--- src/rtl/op_dispatch_queue.sv ---
// FIFO-buffered op dispatcher. Each op goes to one of NUM_CH handlers, runs the
// trigger/rdy/done handshake with it, and is guarded by a clk_en-paced watchdog.
`timescale 1ns/1ps
module op_dispatch_queue #(
  parameter int OP_BITS        = 64,
  parameter int NUM_CH         = 4,
  parameter int CH_IDX_LSB     = 0,
  parameter int CH_IDX_BITS    = 4,
  parameter int DEPTH          = 8,
  parameter int TIMEOUT_CYCLES = 65535,
  parameter int CNT_BITS       = 16
) (
  input  logic                      clk,
  input  logic                      reset,
  input  logic                      clk_en,
  input  logic [OP_BITS-1:0]        op_in,
  input  logic                      op_valid,
  output logic                      op_ready,
  input  logic                      flush,
  output logic [OP_BITS-1:0]        ch_op,
  output logic [NUM_CH-1:0]         ch_trigger,
  input  logic [NUM_CH-1:0]         ch_rdy,
  input  logic [NUM_CH-1:0]         ch_done,
  output logic                      op_done,
  output logic                      err_bad_ch,
  output logic                      err_timeout,
  output logic                      idle,
  output logic [$clog2(DEPTH):0]    level,
  output logic [CNT_BITS-1:0]       ops_completed
);

  localparam int PTR_BITS = $clog2(DEPTH);
  localparam int LVL_BITS = PTR_BITS + 1;
  localparam int WD_BITS  = (TIMEOUT_CYCLES > 1) ? $clog2(TIMEOUT_CYCLES + 1) : 1;

  typedef enum logic [1:0] {IDLE, WAIT_RDY, WAIT_DONE} state_t;

  state_t               state_q, state_d;
  logic [OP_BITS-1:0]   mem [DEPTH];
  logic [PTR_BITS-1:0]  wr_ptr, rd_ptr;
  logic [LVL_BITS-1:0]  level_q;
  logic [WD_BITS-1:0]   wd_q, wd_d;
  logic [NUM_CH-1:0]    mask_q, head_mask, trig_d;
  logic [OP_BITS-1:0]   head_op;
  logic [CH_IDX_BITS-1:0] head_idx;
  logic                 head_bad;
  logic                 push, pop;
  logic                 done_d, bad_d, to_d, cnt_inc;

  assign op_ready  = (level_q != LVL_BITS'(DEPTH));
  assign level     = level_q;
  assign idle      = (level_q == '0) && (state_q == IDLE);
  assign push      = op_valid && op_ready && !flush;

  // The head entry is decoded before the pop so a bad index retires on the very next cycle.
  assign head_op   = mem[rd_ptr];
  assign head_idx  = head_op[CH_IDX_LSB +: CH_IDX_BITS];
  assign head_bad  = 32'(head_idx) >= NUM_CH;
  assign head_mask = NUM_CH'(1) << head_idx;

  // NOTE: every output of this block gets a default first, so no path leaves a latch.
  always_comb begin
    state_d = state_q;
    wd_d    = wd_q;
    trig_d  = '0;
    done_d  = 1'b0;
    bad_d   = 1'b0;
    to_d    = 1'b0;
    cnt_inc = 1'b0;
    pop     = 1'b0;
    if (flush) begin
      state_d = IDLE;
      wd_d    = '0;
    end else if (clk_en) begin
      unique case (state_q)
        IDLE: begin
          if (level_q != '0) begin
            pop = 1'b1;
            if (head_bad) begin
              done_d = 1'b1;
              bad_d  = 1'b1;
            end else begin
              state_d = WAIT_RDY;
            end
          end
        end
        WAIT_RDY: begin
          if (|(ch_rdy & mask_q)) begin
            trig_d  = mask_q;
            wd_d    = '0;
            state_d = WAIT_DONE;
          end
        end
        WAIT_DONE: begin
          // Completion is tested first so a done on the timeout tick still counts.
          if (|(ch_done & mask_q)) begin
            done_d  = 1'b1;
            cnt_inc = 1'b1;
            state_d = IDLE;
          end else begin
            wd_d = wd_q + 1'b1;
            if (TIMEOUT_CYCLES != 0 && wd_d == WD_BITS'(TIMEOUT_CYCLES)) begin
              done_d  = 1'b1;
              to_d    = 1'b1;
              state_d = IDLE;
            end
          end
        end
        default: state_d = IDLE;
      endcase
    end
  end

  // NOTE: state registers use non-blocking assignments so every flop samples pre-edge values.
  always_ff @(posedge clk or negedge reset) begin
    if (!reset) begin
      state_q       <= IDLE;
      wr_ptr        <= '0;
      rd_ptr        <= '0;
      level_q       <= '0;
      wd_q          <= '0;
      mask_q        <= '0;
      ch_op         <= '0;
      ch_trigger    <= '0;
      op_done       <= 1'b0;
      err_bad_ch    <= 1'b0;
      err_timeout   <= 1'b0;
      ops_completed <= '0;
    end else begin
      state_q     <= state_d;
      wd_q        <= wd_d;
      ch_trigger  <= trig_d;
      op_done     <= done_d;
      err_bad_ch  <= bad_d;
      err_timeout <= to_d;
      if (cnt_inc) ops_completed <= ops_completed + 1'b1;
      if (flush) begin
        wr_ptr  <= '0;
        rd_ptr  <= '0;
        level_q <= '0;
      end else begin
        if (push) wr_ptr <= wr_ptr + 1'b1;
        if (pop) begin
          rd_ptr <= rd_ptr + 1'b1;
          ch_op  <= head_op;
          mask_q <= head_mask;
        end
        if (push && !pop)      level_q <= level_q + 1'b1;
        else if (pop && !push) level_q <= level_q - 1'b1;
      end
    end
  end

  // NOTE: FIFO storage is left unreset; the pointers and level alone decide what is valid.
  always_ff @(posedge clk) begin
    if (push) mem[wr_ptr] <= op_in;
  end

endmodule
--- config.mk ---
export PLATFORM = sky130hd
export DESIGN_NAME = op_dispatch_queue
export DESIGN_NICKNAME = d
export VERILOG_FILES = /design/src/rtl/op_dispatch_queue.sv
export SDC_FILE = /design/constraint.sdc
export NUM_CORES = 1
export LEC_CHECK = 0
export ABC_AREA = 1
export CAP_MARGIN = 20
export CORE_MARGIN = 5
export CORE_UTILIZATION = 65
export CTS_BUF_LIST = sky130_fd_sc_hd__clkbuf_8
export CTS_CLUSTER_DIAMETER = 30
export DETAILED_ROUTE_END_ITERATION = 7
export HOLD_SLACK_MARGIN = 0.06
export PLACE_DENSITY = 0.87
export SYNTH_ARGS = -nofsm -noshare
export SYNTH_HDL_FRONTEND = slang
export SYNTH_SLANG_ARGS = --single-unit
--- constraint.sdc ---
create_clock -name clk -period 13.07 [get_ports clk]
set_input_delay 2.614 -clock clk [delete_from_list [all_inputs] [get_ports clk]]
set_output_delay 2.614 -clock clk [all_outputs]
set_load 0.02 [all_outputs]
# Word level (Yosys, flattened, before mapping)
# Memory sizes are Yosys's and may differ from the RTL's.
# Cells that the tools add are included.
[totals] ff_bits=119 latchBits=0 ramBits=512 mem_bits_ro=0 in_bits=77 out_inout_bits=93 word_cells=102 mem_count=1
[classes] addsub=6 multipliers=0 n_div=0 magnitude_cmp=1 eq_ne=9 n_shift=1 muxes=48 bitwise_logic=3 reduce_logical=21
[memory_table] memory="mem" words=8 width=64 read_ports=1 rd_ports_with_merged_regs=0 wr=1 line_no="39" source="logic [OP_BITS-1:0] mem [DEPTH];"
[ops] op="$mux W16" count=4
[ops] op="$add A16 B1 Y16 const B" count=2
[ops] op="$pmux W16 S2" count=1
[ops] op="$mux W4" count=7
[ops] op="$mux W1" count=23
[ops] op="$eq A16 B16 Y1 const B" count=1
[ops] op="$mux W2" count=7
[ops] op="$mux W3" count=4
[ops] op="$ne A3 B3 Y1 const B" count=3
[ops] op="$and A4 B4 Y4" count=2
[ops] op="$ne A4 B4 Y1 const B" count=2
[ops] op="$reduce_or A4 Y1" count=2
[ops] op="$add A3 B1 Y3 const B" count=2
[ops] op="$pmux W2 S3" count=1
[ops] op="$reduce_bool A2 Y1" count=3
[ops] op="$reduce_bool A3 Y1" count=2
[ops] op="$logic_and A1 B1 Y1" count=5
[ops] op="$reduce_and A5 Y1" count=1
[ops] op="$add A4 B1 Y4 const B" count=1
[ops] op="$ge A4 B3 Y1 const B" count=1
[ops] op="$logic_not A4 Y1" count=1
[ops] op="$reduce_and A4 Y1" count=1
[ops] op="$reduce_bool A4 Y1" count=1
[ops] op="$shl A1 B4 Y4 const A" count=1
[ops] op="other kinds (9)" count=11

# Longest topological paths before layout
# Gate-level depths: netlist (run 1).
[logic_depth] word_depth=9 ltp_mapped=14 depth_no_buf=14

# Worst setup path after synthesis (run 1)
# Ideal clock, no wire load.
[synth_timing] path_kind="input port to flip-flop" startpoint="in flush" endpoint="mem mem[0][0], enable pin" setup_time_ps=486 t_arrival_ps=5737 required_ps=12584 slack_ps=6847 stages=4 n_path_buf=1 cell_sequence="buf_2 > nor2_2 > nand2_1 > nor2_1"
[synth_between] elab_chain_cells=4
[synth_rtl] item="start: declaration" line_no="19" source="input logic flush,"
[synth_rtl] item="$logic_not A1 Y1" line_no="53" source="assign push = op_valid && op_ready && !flush;"
[synth_rtl] item="$logic_and A1 B1 Y1" line_no="53"
[synth_rtl] item="$mux W1" line_no="156" source="if (push) mem[wr_ptr] <= op_in;"
[synth_rtl] item="$mux W1 (implied by the code)" line_no="156"
[synth_rtl] item="end: declaration" line_no="39"
# Every way passes these cells.

# Final worst setup path (run 1)
[layout_timing] startpoint="in flush" endpoint="reg level_q[0] (netlist: level[0])"
[layout_between] elab_chain_cells=5 elab_cells_between_ends=10 cone_classes="3 x mux; 7 x reduce/logical"
[layout_rtl] item="$mux W1 / $logic_not A1 Y1 (equally long branches)" line_no="71, 53"
[layout_rtl] item="$logic_not A1 Y1 / $logic_and A1 B1 Y1 (equally long branches)" line_no="148, 53"
[layout_rtl] item="$logic_and A1 B1 Y1 / $logic_not A1 Y1 (equally long branches)" line_no="148, 149"
[layout_rtl] item="$mux W4 / $logic_and A1 B1 Y1 (equally long branches)" line_no="148, 149"
[layout_rtl] item="$mux W4 / $reduce_bool A3 Y1 (equally long branches)"
[layout_rtl] item="end signal: assignment" line_no="148" source="if (push && !pop) level_q <= level_q + 1'b1;"
[layout_rtl] item="end signal: assignment" line_no="149" source="else if (pop && !push) level_q <= level_q - 1'b1;"
[layout_rtl] item="end: declaration" line_no="41" source="logic [LVL_BITS-1:0] level_q;"
# Parallel ways exist; a longest one is shown, timed or not.
# A chain may end at the register's enable or synchronous reset.

==> metrics.csv, run 1 <==
stage;metric;value;unit
detailed_routing;wirelength;62500;um
cells_and_area;layout.nets;2252;
floorplan;top_level_ports;170;
critical_path;start_kind;input port;
clock_tree;cts-root-buf;clkbuf_8;
synthesis;syn_nets;2069;
synthesis;async_flop_share;18.86;%
critical_path;worstPathArrival;5950;ps
critical_path;timing.critical_path.cells;clkdlybuf4s50_1 -> nor2_4 -> buf_4 -> inv_2 -> buf_4 -> o21ai_1 -> inv_2 -> nand2_1 -> o21ai_1;
synthesis;ys_seq_area_share;74.07;%
pwr;cellPowerDensity;197.4;nW/um^2
clock_tree;cts_sinks;631;
floorplan;rows;71;
sta;worst_slack;7648;ps
clock_tree;path_clk_slew;60;ps
critical_path;cp_num_buf_inv;5;
global_route;grt_max_degree;158;
sta;setup_viol;0;
sta;max_slew_margin;20.58;%
job;maxCapViolations;0;
synthesis;postSynthAreaPerCell;12.49;sq um
synthesis;ys_top_cells_by_area;edfxtp_1 62%, dfrtp_1 12%, o21ai_0 6.5%;
sta;max_freq;0.1844;GHz
clock_tree;cts_tree;built;
pwr;p_leak;10.43;nW
clock_tree;h-tree-depth;3;
synthesis;ys_warn_count;0;
cells_and_area;fill_cells;2028;
sta;tightest_slew;1191;ps
detailed_routing;via_count;17500;
floorplan;coreArea;37670;sq um
cells_and_area;multi_input_area;5743;sq um
detailed_routing;drc;0;
hold_path;hold_path.class;flip-flop to flip-flop;
floorplan;start_util;65.79;%
global_route;overflow;0;
outcome;outcome;finished, final reports clean;
pwr;ir_drop;141.2;uV
global_route;antenna_found_initial;7;
placed_design;finalWeightedCongestion;0.8460;
cells_and_area;final_util;77.73;%
cells_and_area;seqCellArea;18360;sq um
global_route;grt_pass1_vias;17890;
sta;hold_viol_final;0;
synthesis;synth_ff_type;edfxtp_1;
sta;finalSetupTns;0;ps
synthesis;synth_edf_count;512;
clock_tree;insertion_delay;680;ps
synthesis;synth.ff_latch_count;631;
clock_tree;clockBufferDepth;3;
clock_tree;post_cts_resized;0;
sta;fin_worst_skew;32.29;ps
clock_tree;cts_buffers;108;
detailed_routing;postRouteAntennaNets;0;
synthesis;synth_cell_type_count;37;
critical_path;cp_slowest_cell;nor2_4;
detailed_routing;firstDrtPassIters;7;
global_route;track_usage;29.56;%
synthesis;synth_top_area_share;62.05;%
critical_path;crit_family;buffers and inverters;
critical_path;crit_type;input port to flip-flop;
critical_path;max_stage_delay;740;ps
synthesis;synth.largest_area_cell;edfxtp_1;
critical_path;crit_required;13600;ps
clock_tree;cts_setup_buffers;0;
cells_and_area;area_delta_synth_final;18.16;%
critical_path;r2r_slack;9190;ps
placed_design;place_ws;7081;ps
placed_design;portBuffers;169;
sta;finalCritPeriodShare;41.49;%
critical_path;crit_path_end_kind;flip-flop;
floorplan;dieHeight;205.2;um
global_route;grt_pass1_wl;96220;um
placed_design;dpl.hpwl;31720;um
floorplan;die-area;42130;sq um
detailed_routing;initialDrtViolationCount;2333;
sta;period_needed;5422;ps
cells_and_area;drive_above_1_share;10.26;%
sta;maxSlewViolCount;0;
sta;rsz0062_at_grt;false;
synthesis;syn_area;24780;sq um
detailed_routing;wl_per_cell;22.51;um
detailed_routing;avgViaCountPerCell;6.300;
floorplan;die_w;205.2;um
synthesis;syn_inst;1984;
clock_tree;cts_hold_buf;0;
critical_path;critPathMaxFanout;46;
area by class of cell:
class / instances / share of cell area (%)
clock inverter: 82 / 2.667
timing repair buffer: 188 / 6.269
tap: 511 / 2.184
antenna: 4 / 0.03419
clock buffer: 123 / 5.782
sequential: 631 / 62.71
inverter: 56 / 0.7393
multi-input combinational: 1182 / 19.61
cells by family after synthesis:
logic type,synth area share (%)
AO/OA/AOI/OAI,12.11
XOR/XNOR,0.6716
adder cells (fa/ha/maj),0.4342
buffers and inverters,2.999
flip-flops,74.07
AND/OR/NAND/NOR,9.715
sequential cells by signal (all words and copies together) (netlist names):
signal and cells:
err_timeout 1, op_done 1, wr_ptr 3, ch_op 64, level 4, ops_completed 16, wd_q 16, err_bad_ch 1
ch_trigger 4, state_q 2, mem 512, mask_q 4, rd_ptr 3
tightest hold or removal path, delay by kind of cell (launching register included):
kind	cells	cell delay, ps
and+or+nand+nor	1	50
AOI/OAI and AO/OA	1	60
DFF	1	340
cells in the mapped netlist (all sizes together), types with 2 or more instances:
master	number
nand3	25
a31oi	2
buf	39
ha	7
o21ai	405
xor2	11
dfrtp	119
o211ai	2
inv	56
xnor2	8
nand2	181
clkbuf	76
nor3	10
nor2	372
a21oi	7
o22ai	139
nand4	9
edfxtp	512
layout by cell type, fill, tap and decap left out, drive strengths merged, types with 11 or more instances in the layout:
cell	count
buf	20
bufinv	15
clkbuf	123
clkdlybuf4s50	168
clkinv	22
dfrtp	119
edfxtp	512
inv	94
nand2	181
nand3	25
nor2	372
o21ai	405
o22ai	139
xor2	11
metrics by stage:
stage / cell area [sq um] / hold WS (ps) / power, W / instances
6_report: 29280 / 485.0 / 0.005781 / 2777
5_1_grt: 29270 / 515.4 / 0.006004 / 2775
4_1_cts: 29270 / 488.8 / 0.005770 / 2773
3_5_place_dp: 26800 / 477.0 / 0.003768 / 2568
3_3_place_gp: 26800 / 462.6 / 0.003692 / 2568
2_1_floorplan: 24780 / 463.8 / 0.003271 / 1984
layer usage:
layer | track usage (%) | wire length, um | vias up
met5 | 0 | 42 | -
li1 | - | - | 7561
met3 | 6.430 | 7034 | 208
met4 | 13.76 | 2237 | 6
met1 | 38.44 | 22490 | 8502
met2 | 48.41 | 30700 | 1218
worst paths after layout:
| path | start | endpoint | depth (start not counted) |
|---|---|---|---|
| worst max-delay path | flush | level[0] | 9 |
| worst min-delay path | ch_op[58] | ch_op[58] | 2 |
| worst max register to register | rd_ptr[0] | mask_q[2] | 8 |
| worst min register to register | ch_op[58] | ch_op[58] | 2 |
| max in group asynchronous | reset | ch_op[27] | 2 |
| min in group asynchronous | reset | ch_trigger[2] | 1 |
power by group:
group          internal (W)  switching [W]  total (W)
registers           0.00234       0.000147    0.00249
logic              0.000452       0.000843    0.00130
clock network       0.00117       0.000832    0.00200
(Power assumes the default switching activity.)
==> inputs of run 2 (changes only) <==
- CORE_UTILIZATION: 65 -> 55
- PLACE_DENSITY: 0.87 -> 0.78
- clock period: 13.07 -> 4.7 ns (I/O delays scaled with it)
==> metrics.csv, run 2 (same netlist as run 1, synthesis figures left out) <==
stage;metric;value;unit;change
sta;setup_viol;0;;unchanged
detailed_routing;initialDrtViolationCount;1921;;was 2333
sta;hold_viol_final;0;;unchanged
clock_tree;insertion_delay;690;ps;was 680 ps
global_route;gr-usage-met3;5.358;%;was 6.430%
clock_tree;h-tree-depth;3;;unchanged
critical_path;worstPathArrival;2370;ps;was 5950 ps
hold_path;hold_path.class;input port to async pin;;was flip-flop to flip-flop
pwr;p_leak;10.45;nW;was 10.43 nW
critical_path;r2r_slack;1980;ps;was 9190 ps
critical_path;crit_path_end_kind;primary output;;was flip-flop
detailed_routing;firstDrtPassIters;5;;was 7
cells_and_area;largestRegisters;mem (512), ch_op (64);;unchanged
global_route;grtUsageMet1;30.55;%;was 38.44%
floorplan;die-area;49400;sq um;was 42130 sq um
cells_and_area;fin_cells;2866;;was 2777
floorplan;rows;77;;was 71
cells_and_area;largest_reg_flops;512;;unchanged
sta;max_freq;0.3019;GHz;
clock_tree;cts-root-buf;clkbuf_8;;unchanged
clock_tree;cts_sinks;631;;unchanged
detailed_routing;postRouteAntennaNets;0;;unchanged
cells_and_area;mostFrequentLayoutCell;edfxtp_1;;unchanged
detailed_routing;wl_per_cell;20.40;um;was 22.51 um
cells_and_area;top_register;mem;;unchanged
critical_path;r2r-start;rd_ptr[0];;unchanged
critical_path;worstSetupEndpoint;idle;;was level[0]
detailed_routing;wirelength;58480;um;was 62500 um
global_route;overflow;0;;unchanged
critical_path;crit_required;3760;ps;was 13600 ps
job;maxCapViolations;0;;unchanged
detailed_routing;drc;0;;unchanged
critical_path;cp_slowest_cell;clkdlybuf4s50_1;;was nor2_4
sta;rsz0062_at_grt;false;;unchanged
critical_path;reg2reg_depth;6;;was 8
critical_path;cp-startpoint;level[0];;was flush
detailed_routing;avgViaCountPerCell;5.832;;was 6.300
floorplan;dieHeight;222.3;um;was 205.2 um
cells_and_area;drive_above_1_share;10.83;%;was 10.26%
placed_design;finalWeightedCongestion;0.8861;;was 0.8460
cells_and_area;layout_common_cells;512 x edfxtp_1, 352 x nor2_1, 324 x o21ai_0, 178 x nand2_1, 168 x clkdlybuf4s50_1;;unchanged
sta;finalCritPeriodShare;70.48;%;
global_route;track_usage;23.21;%;was 29.56%
clock_tree;cts_tree;built;;unchanged
cells_and_area;area_delta_synth_final;19.30;%;was 18.16%
clock_tree;post_cts_resized;0;;unchanged
global_route;antenna_found_initial;5;;was 7
critical_path;max_stage_delay;630;ps;was 740 ps
sta;fin_worst_skew;19.98;ps;was 32.29 ps
global_route;grt_max_degree;258;;was 158
critical_path;crit_type;flip-flop to primary output;;was input port to flip-flop
sta;finalSetupTns;0;ps;unchanged
sta;max_slew_margin;16.35;%;was 20.58%
sta;tightest_slew;1255;ps;was 1191 ps
sta;maxSlewViolCount;0;;unchanged
floorplan;start_util;55.79;%;was 65.79%
detailed_routing;via_count;16720;;was 17500
critical_path;start_kind;flip-flop;;was input port
floorplan;top_level_ports;170;;unchanged
clock_tree;cts_hold_buf;0;;unchanged
clock_tree;cts_setup_buffers;0;;unchanged
placed_design;placedCellCount;2654;;was 2568
clock_tree;cts_buffers;110;;was 108
clock_tree;path_clk_slew;50;ps;was 60 ps
critical_path;timing.critical_path.cells;nor2_1 -> nand3_1 -> nor2_1 -> clkdlybuf4s50_1;;was clkdlybuf4s50_1 -> nor2_4 -> buf_4 -> inv_2 -> buf_4 -> o21ai_1 -> inv_2 -> nand2_1 -> o21ai_1
floorplan;die_w;222.3;um;was 205.2 um
placed_design;portBuffers;169;;unchanged
global_route;grt.busiest_layer;met2;;unchanged
outcome;outcome;finished, final reports clean;;unchanged
placed_design;dpl.hpwl;31910;um;was 31720 um
floorplan;coreArea;44410;sq um;was 37670 sq um
pwr;cellPowerDensity;537.7;nW/um^2;was 197.4 nW/um^2
global_route;grt_pass1_vias;16980;;was 17890
critical_path;r2r_end;ch_op[23];;was mask_q[2]
sta;period_needed;3312;ps;
global_route;met2_usage;38.74;%;was 48.41%
critical_path;critPathMaxFanout;6;;was 46
cells_and_area;layout.nets;2259;;was 2252
clock_tree;clockBufferDepth;3;;unchanged
global_route;grt_pass1_wl;91580;um;was 96220 um
critical_path;crit_top_cell;nor2_1;;
pwr;ir_drop;432.7;uV;was 141.2 uV
==> run 2: cell types whose count changed in the layout (fill, tap and decap cells not counted), moves of 3 or more <==
| cell | previous run | this run |
|---|---|---|
| buf_12 | 0 | 10 |
| buf_4 | 19 | 14 |
| clkbuf_8 | 123 | 126 |
| clkinv_1 | 4 | 9 |
| clkinv_2 | 17 | 22 |
| inv_1 | 81 | 71 |
==> run 2: worst min path at each step <==
stage                              to               from  depth (start not counted)
floorplan                  state_q[0]         state_q[0]                          2
global placement    ops_completed[15]  ops_completed[15]                          1
detailed placement          ch_op[47]          ch_op[47]                          2
CTS                           wd_q[7]              reset                          1
global route                  wd_q[7]              reset                          1
finish                        wd_q[8]              reset                          1
==> run 2: area by class of cell <==
| type | count | area, sq um |
|---|---|---|
| Tap cell | 592 | 740.7 |
| Sequential cell | 631 | 18360 |
| Clock buffer | 126 | 1734 |
| Fill cell | 3060 | 14850 |
| Clock inverter | 83 | 760.7 |
| Multi-Input combinational cell | 1182 | 5743 |
| Inverter | 56 | 216.5 |
| Timing Repair Buffer | 193 | 1998 |
| Antenna cell | 3 | 7.507 |
==> run 2: critical path, delay by kind of cell, from the launching register on <==
kind / cells / cell delay [ps]
buffers and inverters: 1 / 630
and+or+nand+nor: 3 / 620
DFF: 1 / 450
==> run 2: power by group <==
part / switching, W / internal (W)
Clock: 0.00226 / 0.00320
Sequential: 0.000305 / 0.00650
Combinational: 0.00235 / 0.00128
Total: 0.00491 / 0.0110
==> run 2: through the flow <==
stage | hold slack (ps) | utilization, % | power [W] | area [sq um] | setup slack (ps)
after global placement | 463.1 | 60.93 | 0.01040 | 27060 | 1345
after global routing | 401.2 | 66.55 | 0.01662 | 29560 | 1274
after detailed placement | 480.3 | 60.93 | 0.01051 | 27060 | 1338
final | 352.6 | 66.56 | 0.01590 | 29560 | 1388
after CTS | 349.1 | 66.54 | 0.01597 | 29550 | 1338
after floorplan | 463.8 | - | 0.009096 | 24780 | 150.8
==> run 2: metal layers <==
layer | vias to the layer above | routed length [um]
met5 | - | 28
met3 | 129 | 4737
met1 | 8254 | 23140
met2 | 746 | 29250
met4 | 6 | 1322
li1 | 7580 | -
==> inputs of run 3 (changes only) <==
- clock period: 4.7 -> 2.9 ns (I/O delays scaled with it)
==> metrics.csv, run 3 (same netlist as run 1, synthesis figures left out) <==
stage;metric;value;unit;change
sta;rsz0062_at_grt;false;;unchanged
pwr;p_sw_share;30.83;%;was 30.90%
detailed_routing;via_count;16830;;was 16720
floorplan;rows;77;;unchanged
placed_design;finalWeightedCongestion;0.9049;;was 0.8861
pwr;ir_drop;554.9;uV;was 432.7 uV
cells_and_area;largestRegisters;mem (512), ch_op (64);;unchanged
global_route;overflow;0;;unchanged
cells_and_area;mostFrequentLayoutCell;edfxtp_1;;unchanged
critical_path;r2r_slack;450;ps;was 1980 ps
cells_and_area;seqCellArea;18360;sq um;unchanged
placed_design;dpl.hpwl;33730;um;was 31910 um
critical_path;crit_path_end_kind;primary output;;unchanged
clock_tree;clockBufferDepth;3;;unchanged
floorplan;die-area;49400;sq um;unchanged
sta;max_slew_margin;40.27;%;was 16.35%
sta;setup_viol;0;;unchanged
critical_path;cp_num_buf_inv;1;;unchanged
detailed_routing;wirelength;59020;um;was 58480 um
cells_and_area;fin_cells;2894;;was 2866
critical_path;cp-startpoint;level[0];;unchanged
detailed_routing;avgViaCountPerCell;5.814;;was 5.832
pwr;p_leak;10.64;nW;was 10.45 nW
critical_path;worstSetupEndpoint;op_ready;;was idle
cells_and_area;top_register;mem;;unchanged
detailed_routing;firstDrtPassIters;6;;was 5
critical_path;crit_type;flip-flop to primary output;;unchanged
detailed_routing;wl_per_cell;20.39;um;was 20.40 um
global_route;grt_max_degree;105;;was 258
critical_path;cp.depth;3;;was 4
pwr;cellPowerDensity;876.2;nW/um^2;was 537.7 nW/um^2
sta;fin_worst_skew;41.43;ps;was 19.98 ps
job;maxCapViolations;0;;unchanged
critical_path;reg2reg_depth;14;;was 6
global_route;grt_pass1_wl;92970;um;was 91580 um
floorplan;die_w;222.3;um;unchanged
clock_tree;cts_setup_buffers;0;;unchanged
sta;hold_viol_final;0;;unchanged
detailed_routing;drc;0;;unchanged
detailed_routing;postRouteAntennaNets;0;;unchanged
cells_and_area;fill_cells;2994;;was 3060
clock_tree;cts_sinks;631;;unchanged
critical_path;r2r_end;level[3];;was ch_op[23]
global_route;antenna_found_initial;4;;was 5
placed_design;placedCellCount;2674;;was 2654
critical_path;cp_slowest_cell;clkdlybuf4s50_1;;unchanged
sta;period_needed;2743;ps;
cells_and_area;layout.nets;2283;;was 2259
clock_tree;cts_buffers;113;;was 110
clock_tree;insertion_delay;720;ps;was 690 ps
sta;tightest_slew;896.0;ps;was 1255 ps
clock_tree;h-tree-depth;3;;unchanged
cells_and_area;drive_above_1_share;11.71;%;was 10.83%
outcome;outcome;finished, final reports clean;;unchanged
hold_path;hold_path.class;input port to async pin;;unchanged
critical_path;start_kind;flip-flop;;unchanged
floorplan;start_util;55.79;%;unchanged
pwr;pwr-share-comb;22.5;%;was 22.8%
cells_and_area;area_delta_synth_final;20.88;%;was 19.30%
sta;hold_ws;405.3;ps;was 352.6 ps
floorplan;dieHeight;222.3;um;unchanged
pwr;pwr-share-seq;42.2;%;was 42.8%
global_route;grt_pass1_vias;17050;;was 16980
floorplan;coreArea;44410;sq um;unchanged
critical_path;crit_family;buffers and inverters;;unchanged
cells_and_area;layout_common_cells;512 x edfxtp_1, 351 x nor2_1, 324 x o21ai_0, 178 x nand2_1, 167 x clkdlybuf4s50_1;;was 512 x edfxtp_1, 352 x nor2_1, 324 x o21ai_0, 178 x nand2_1, 168 x clkdlybuf4s50_1
placed_design;portBuffers;169;;unchanged
floorplan;top_level_ports;170;;unchanged
sta;finalCritPeriodShare;94.58;%;
critical_path;critPathMaxFanout;6;;unchanged
sta;maxSlewViolCount;0;;unchanged
sta;max_freq;0.3646;GHz;
cells_and_area;largest_reg_flops;512;;unchanged
critical_path;worstPathArrival;2160;ps;was 2370 ps
cells_and_area;multi_input_area;5746;sq um;was 5743 sq um
pwr;netSwitchingPower;0.008092;W;was 0.004913 W
critical_path;crit_required;2320;ps;was 3760 ps
global_route;track_usage;23.72;%;was 23.21%
clock_tree;path_clk_slew;60;ps;was 50 ps
pwr;clkPwrFrac;35.4;%;was 34.4%
detailed_routing;initialDrtViolationCount;1882;;was 1921
pwr;p_int;0.01815;W;was 0.01098 W
clock_tree;cts-root-buf;clkbuf_8;;unchanged
clock_tree;cts_tree;built;;unchanged
critical_path;r2r-start;level[0];;was rd_ptr[0]
critical_path;max_stage_delay;590;ps;was 630 ps
critical_path;timing.critical_path.cells;nor2_2 -> nand3_1 -> clkdlybuf4s50_1;;was nor2_1 -> nand3_1 -> nor2_1 -> clkdlybuf4s50_1
## run 3: what timing repair did
action,in CTS,in global routing
hold endpoints to repair,52,0
hold buffers,1,0
endpoints found under the setup margin,1,0
resized for setup,2,0
## run 3: worst min path at each step
stage,to,slack (ps),depth (start not counted)
floorplan,ch_op[0],280,0
global placement,ops_completed[15],460,1
detailed placement,ch_op[42],480,2
CTS,err_timeout,390,2
global route,err_timeout,460,2
finish,ch_op[10],410,2
## run 3: metrics by stage
step                utilization [%]  instance area [sq um]  setup slack [ps]  power, W  setup TNS [ps]
detailed placement            61.52                  27320             191.5   0.01709               0
floorplan                         -                  24800            -551.1   0.01474         -279050
global route                  67.42                  29950             67.32   0.02747               0
global placement              61.52                  27320             251.4   0.01685               0
CTS                           67.42                  29940             128.5   0.02636               0
finish                        67.44                  29950             157.1   0.02624               0
## run 3: per-layer routing
metal / GRT usage (%) / part of all wire (%) / wire, um
met1: 31.73 / 40 / 23330
met2: 39.06 / 49 / 29040
met3: 4.923 / 8.7 / 5123
met4: 8.570 / 2.5 / 1503
met5: 0 / 0.041 / 24
## run 3: cell type report
cell class              count  area share [%]
repair buffers            214           7.578
flip-flops and latches    631           61.30
multi-input cells        1182           19.18
clock buffers             125           5.744
clock inverters            90           2.966
diodes                      4         0.03342
well taps                 592           2.473
inverters                  56          0.7227
## run 3: power by group through the flow
stage	clock network (W)	logic [W]	registers, W
floorplan	0	0.00315	0.0116
global placement	0	0.00563	0.0112
detailed placement	0	0.00586	0.0112
CTS	0.00940	0.00589	0.0111
global route	0.00988	0.00645	0.0111
finish	0.00928	0.00589	0.0111
